`config.mk`:
```
export PLATFORM = sky130hd
export DESIGN_NAME = serial_adder
export DESIGN_NICKNAME = d
export VERILOG_FILES = /design/src/rtl/serial_adder.sv
export SDC_FILE = /design/constraint.sdc
export NUM_CORES = 1
export LEC_CHECK = 0
export CORE_MARGIN = 5
export CORE_UTILIZATION = 46
export CTS_BUF_LIST = sky130_fd_sc_hd__clkbuf_8 sky130_fd_sc_hd__clkbuf_16
export DETAILED_ROUTE_END_ITERATION = 10
export GPL_ROUTABILITY_DRIVEN = 0
export HOLD_SLACK_MARGIN = 0.03
export PLACE_DENSITY = 0.81
export SYNTH_ARGS = -nofsm -noshare
export SYNTH_HDL_FRONTEND = slang
export SYNTH_SLANG_ARGS = --single-unit
```
`constraint.sdc`:
```
create_clock -name clk -period 1.5 [get_ports clk]
set_clock_uncertainty 0.05 [all_clocks]
set_input_delay 0.225 -clock clk [delete_from_list [all_inputs] [get_ports clk]]
set_output_delay 0.225 -clock clk [all_outputs]
set_load 0.1 [all_outputs]
```
`src/rtl/serial_adder.sv`:
```
// serial_adder: digit-serial add/subtract, DIGIT bits per cycle, valid/ready on both sides
module serial_adder #(
  parameter int WIDTH = 8,
  parameter int DIGIT = 1
) (
  input  logic             clk,
  input  logic             rst,
  input  logic             in_valid,
  output logic             in_ready,
  input  logic [WIDTH-1:0] A,
  input  logic [WIDTH-1:0] B,
  input  logic             Cin,
  input  logic             Sub,
  output logic             out_valid,
  input  logic             out_ready,
  output logic [WIDTH-1:0] Sum,
  output logic             Cout,
  output logic             Overflow
);
  localparam int N = WIDTH / DIGIT;
  localparam int CW = N > 1 ? $clog2(N) : 1;
  localparam logic [CW-1:0] LAST = CW'(N - 1);
  localparam logic [1:0] IDLE = 2'd0, RUN = 2'd1, DONE = 2'd2;
  logic [1:0] state;
  logic [WIDTH-1:0] a_sr, b_sr, res_sr, res_nxt;
  logic carry;
  logic [CW-1:0] cnt;
  logic [DIGIT:0] c;
  logic [DIGIT-1:0] s;
  assign in_ready = state == IDLE;
  assign out_valid = state == DONE;
  // c[DIGIT-1] is the carry into the top bit of this digit, needed for overflow on the last digit
  always_comb begin
    c = {{DIGIT{1'b0}}, carry};
    s = '0;
    for (int i = 0; i < DIGIT; i++) begin
      s[i] = a_sr[i] ^ b_sr[i] ^ c[i];
      c[i+1] = (a_sr[i] & b_sr[i]) | (c[i] & (a_sr[i] ^ b_sr[i]));
    end
  end
  assign res_nxt = WIDTH'({s, res_sr} >> DIGIT);
  always_ff @(posedge clk or posedge rst) begin
    if (rst) begin
      state <= IDLE;
      a_sr <= '0;
      b_sr <= '0;
      res_sr <= '0;
      carry <= 1'b0;
      cnt <= '0;
      Sum <= '0;
      Cout <= 1'b0;
      Overflow <= 1'b0;
    end else if (state == IDLE) begin
      if (in_valid) begin
        a_sr <= A;
        b_sr <= B ^ {WIDTH{Sub}};
        carry <= Cin ^ Sub;
        cnt <= '0;
        state <= RUN;
      end
    end else if (state == RUN) begin
      a_sr <= a_sr >> DIGIT;
      b_sr <= b_sr >> DIGIT;
      res_sr <= res_nxt;
      carry <= c[DIGIT];
      cnt <= cnt + 1'b1;
      if (cnt == LAST) begin
        Sum <= res_nxt;
        Cout <= c[DIGIT];
        Overflow <= c[DIGIT] ^ c[DIGIT-1];
        state <= DONE;
      end
    end else if (out_ready) begin
      state <= IDLE;
    end
  end
endmodule

```
==> impl_metrics.tcl, run 1 <==
set metrics [dict create \
    status "complete, but fails checks" \
    violations "negative setup slack" \
    rsz0062_at_grt "yes" \
    maxSlewHeadroom 0.834 \
    synth_edf_count 0 \
    yosys.area_share.adder 0.0242 \
    r2r_slack_ns -0.02 \
    avgRoutedWirePerCell_um 15.7 \
    drc_errors 0 \
    tritoncts.num_buffers 5 \
    fin_ws_ns -0.0228 \
    ys_seq_area_frac 0.524 \
    synth_top_family_by_area "compound AO/OA/AOI/OAI gates" \
    ys_seq_elements 39 \
    pre_cts_ws_ns -0.210 \
    grt_max_degree 40 \
    area_growth_pct 37.8 \
    dp_hpwl_mm 2.86 \
    start_util 0.469 \
    ys_top_cells_by_area "dfrtp_1 52%, mux2_2 10%, xnor2_1 4.2%, a22oi_1 4.0%, a221o_2 3.0%" \
    wl_mm 3.94 \
    first_pass_iters 4 \
    syn_nets 183 \
    grt_pass1_vias 1484 \
    setup_viol 8 \
    die_x_um 73.6 \
    async_flop_share 1.00 \
    leakagePower_nw 1.12 \
    synth_compound_area_frac 0.175 \
    synthMuxAreaShare 0.103 \
    synth_top_area_cell "dfrtp_1" \
    required_ns 1.62 \
    peakVddDrop_uv 1080 \
    grt_pass1_wl_mm 6.76 \
    cp_max_fo 12 \
    synth_top_area_share 0.524 \
    worst_pin_slew_ns 0.248 \
    placed_cell_area_sq_um 2460 \
    synth_xor_area_frac 0.0470 \
    tns_ns -0.138 \
    cts_buffer_depth 2 \
    grt_usage 0.162 \
    dp.cells 244 \
    overflow 0 \
    diodes 0 \
    vias_per_cell 5.53 \
    power.density_nw_per_um2 2290 \
    fp-row-count 23 \
    fin_crit_ns 1.52 \
    instances_no_fill 252 \
    layout-drive-gt1-share 0.322 \
    fmaxAchievable_mhz 657 \
    period_share 1.02 \
    clk_latency_ns 0.29 \
    stdcell_area_sq_um 2560 \
    final_util 0.646 \
    p_total_mw 5.86 \
    slew_viol_final 0 \
    crit_type "reg -> reg" \
    holdBufCountCts 0 \
    critPathArrivalTime_ns 1.64 \
    avgSynthCellArea_sq_um 11.8 \
    syn_inst 158 \
    finish.net_count 228 \
    crit_path_end_kind "register" \
    htreeDepth 2 \
    worstSetupStartpointType "register" \
    ys_warn_count 0 \
    ant_nets 0 \
    cts.sinks 39 \
    core_area_sq_um 3970 \
    fin_hold_ws_ns 0.235 \
    via_count 1393 \
    mostFrequentLayoutCell "dfrtp_1" \
    hold_viol 0 \
    root_buffer "clkbuf_8" \
    yosys.area_share.simple 0.0766 \
    io_buffers 33 \
    die_area_sq_um 5420 \
    antenna_found_initial 0 \
    final_cell_mix "37 x dfrtp_1, 21 x clkdlybuf4s50_1, 16 x mux2_2, 14 x buf_12, 13 x buf_4" \
    clk_pin_slew_ns 0.07 \
    synth_ff_type "dfrtp_1" \
    io_pins 34 \
    drv_cap 0 \
    nFillCells 297 \
    synth_cell_types 27 \
    die_height_um 73.6 \
    drt_iter0_drc 48 \
    cts_tree "done" \
    syn_area_sq_um 1860 \
    holdCritPathClass "in -> async" \
]
==> per-layer routing <==
| metal | wire, um | track usage |
|---|---|---|
| met5 | 0 | 0 |
| met1 | 1620 | 0.189 |
| met3 | 237 | 0.0492 |
| met2 | 2010 | 0.278 |
| met4 | 73 | 0.0624 |
==> cells by family after synthesis <==
group           count (synthesis)
buf+inv                        18
compound gates                 46
simple gates                   25
flops                          39
fa+ha+maj                       3
mux                            17
xor+xnor                       10
==> cell usage after synthesis, drive strengths merged, types with 2 or more instances <==
master  count
o211ai      3
mux2       17
a22o        2
xnor2       9
a21oi       9
inv         6
o32ai       5
and2b       4
nor2        2
a22oi      10
nand2       7
buf         9
dfrtp      39
clkbuf      3
a221o       5
ha          2
nor2b       8
o21ai      11
==> power by group <==
group          switching [mW]  total [mW]  internal, mW
combinational            1.82        3.29          1.46
clock                   0.329       0.631         0.303
sequential              0.416        1.95          1.53
==> flip-flops by register name, indices dropped and copies added (netlist names), 2 cells and up <==
name,cells
b_sr,8
Sum,8
cnt,3
res_sr,7
state,2
a_sr,8
==> critical path, cell delays in order, from the launching register on <==
cell and delay, ns:
dfrtp_1 0.39, ha_2 0.18, ha_2 0.16, nand3b_1 0.12, buf_12 0.15, mux2_2 0.34
==> worst paths after layout <==
path | from | to | cells past startpoint
setup / recovery | cnt[0] | Sum[6] | 5
hold / removal | rst | Sum[1] | 3
setup reg to reg | cnt[0] | Sum[6] | 5
hold reg to reg | res_sr[1] | Sum[0] | 1
max in group asynchronous | rst | state[1] | 3
min in group clk | res_sr[1] | Sum[0] | 1
==> cell type report <==
class | instances | area, sq um | area share
timing repair buffer | 50 | 611 | 0.238
clock inverter | 1 | 3.75 | 0.00146
inverter | 6 | 22.5 | 0.00878
clock buffer | 5 | 68.8 | 0.0268
multi-input combinational | 101 | 818 | 0.319
sequential | 39 | 978 | 0.381
tap | 50 | 62.6 | 0.0244
==> what timing repair did <==
| item | in CTS | in global routing |
|---|---|---|
| buffers inserted | 2 | 0 |
| resized for setup | 5 | 6 |
| setup endpoints to repair | 11 | 19 |
Note: power is estimated with default switching activity, not from simulation.
==> inputs of run 2 (changes only) <==
- clock period: 1.5 -> 1.3 ns (I/O delays scaled with it)
==> impl_metrics.tcl, run 2 (synthesized netlist as in run 1, its figures left out) <==
set metrics [dict create \
    antenna_found_initial 0 \
    final_util 0.739 \
    rsz0062_at_grt "yes" \
    avgRoutedWirePerCell_um 16.6 \
    fin_ws_ns -0.237 \
    finish.net_count 243 \
    cts_tree "done" \
    power.density_nw_per_um2 2780 \
    first_pass_iters 4 \
    clk_latency_ns 0.30 \
    grt_pass1_vias 1571 \
    fin_crit_ns 1.54 \
    crit_type "reg -> reg" \
    area_growth_pct 57.7 \
    holdCritPathClass "in -> async" \
    die_height_um 73.6 \
    ant_nets 0 \
    pre_cts_ws_ns -0.396 \
    required_ns 1.44 \
    overflow 0 \
    hold_viol 0 \
    worstSetupStartpointType "register" \
    top_regs "Sum (8), a_sr (8), b_sr (8)" \
    drv_cap 0 \
    setup_viol 26 \
    io_pins 34 \
    die_x_um 73.6 \
    die_area_sq_um 5420 \
    worst_pin_slew_ns 0.242 \
    period_share 1.18 \
    grt_usage 0.176 \
    violations "negative setup slack" \
    holdBufCountCts 0 \
    start_util 0.469 \
    htreeDepth 2 \
    grt_max_degree 40 \
    drc_errors 0 \
    dp_hpwl_mm 2.86 \
    fmaxAchievable_mhz 651 \
    io_buffers 33 \
    crit_path_end_kind "register" \
    grt_pass1_wl_mm 7.22 \
    final_cell_mix "38 x dfrtp_1, 21 x clkdlybuf4s50_1, 19 x buf_4, 16 x mux2_4, 14 x buf_12" \
    wl_mm 4.47 \
    clk_pin_slew_ns 0.08 \
    drt_iter0_drc 84 \
    via_count 1469 \
    diodes 0 \
    mostFrequentLayoutCell "dfrtp_1" \
    maxSlewHeadroom 0.838 \
    peakVddDrop_uv 1400 \
    core_area_sq_um 3970 \
    cts_buffer_depth 2 \
    critPathArrivalTime_ns 1.68 \
    nFillCells 240 \
    vias_per_cell 5.46 \
    layout-drive-gt1-share 0.429 \
    cts.sinks 39 \
    fp-row-count 23 \
    slew_viol_final 0 \
    cp_max_fo 11 \
    tritoncts.num_buffers 5 \
    leakagePower_nw 1.32 \
    status "complete, but fails checks" \
    root_buffer "clkbuf_8" \
]
run 2: cell types whose count changed in the layout (fill, tap and decap cells not counted), moves of 2 or more:
| cell | change |
|---|---|
| o32ai_1 | -5 |
| o21ai_1 | +5 |
| buf_6 | +7 |
| bufinv_16 | +2 |
| buf_4 | +6 |
| o32ai_2 | +4 |
| a22oi_2 | +3 |
| mux2_2 | -15 |
| nor2b_1 | -2 |
| mux2_4 | +15 |
| a22oi_1 | -3 |
| nor2b_4 | +2 |
| o21ai_0 | -5 |
run 2: per-stage QoR:
step / power (mW) / hold slack, ns / TNS [ns] / std cells / instance area [sq um]
floorplan: 4.83 / 0.322 / -1.43 / 158 / 1930
global placement: 6.04 / 0.434 / -6.95 / 251 / 2540
detailed placement: 6.22 / 0.450 / -8.06 / 251 / 2540
CTS: 7.97 / 0.202 / -3.50 / 266 / 2840
global route: 8.54 / 0.232 / -4.78 / 269 / 2940
finish: 8.17 / 0.194 / -3.56 / 269 / 2940
run 2: power by group:
group / total, mW / internal, mW / switching [mW]
Clock: 1.23 / 0.765 / 0.463
Sequential: 2.26 / 1.76 / 0.499
Combinational: 4.68 / 2.28 / 2.40
Total: 8.17 / 4.81 / 3.36
run 2: final timing paths:
check | startpoint | to | slack [ns] | cells after the start
max | cnt[0] | Sum[5] | -0.24 | 5
min | rst | a_sr[2] | 0.19 | 3
max reg2reg | cnt[0] | Sum[5] | -0.24 | 5
min reg2reg | res_sr[1] | res_sr[1] | 0.47 | 1
max in group asynchronous | rst | state[1] | 0.81 | 3
min in group clk | A[6] | a_sr[6] | 0.46 | 3
run 2: worst max-delay path, stage by stage (launching register included):
cell	delay [ns]
dfrtp_1	0.40
ha_2	0.19
ha_4	0.16
nand3b_1	0.15
buf_12	0.17
mux2_4	0.31
run 2: final cells by class:
type / count / area, sq um / area share
clock buffer: 5 / 68.8 / 0.0234
sequential: 39 / 977 / 0.333
multi-input combinational: 102 / 987 / 0.336
tap: 50 / 62.6 / 0.0213
timing repair buffer: 64 / 749 / 0.255
inverter: 6 / 22.5 / 0.00767
clock inverter: 3 / 67.6 / 0.0230
run 2: per-layer routing:
metal	vias to the layer above	track usage	wire length (um)
met5	-	0	0
met2	48	0.294	2300
met3	8	0.0588	279
met1	727	0.206	1810
met4	0	0.0724	82
li1	686	-	-
run 2: repair_timing:
item                                    in CTS  in global routing
setup buffers                                5                  2
endpoints found under the setup margin      35                 37
endpoints found under the hold margin        0                  0
gates cloned                                 2                  1
pin swaps                                    4                 11
resized for setup                           33                 17
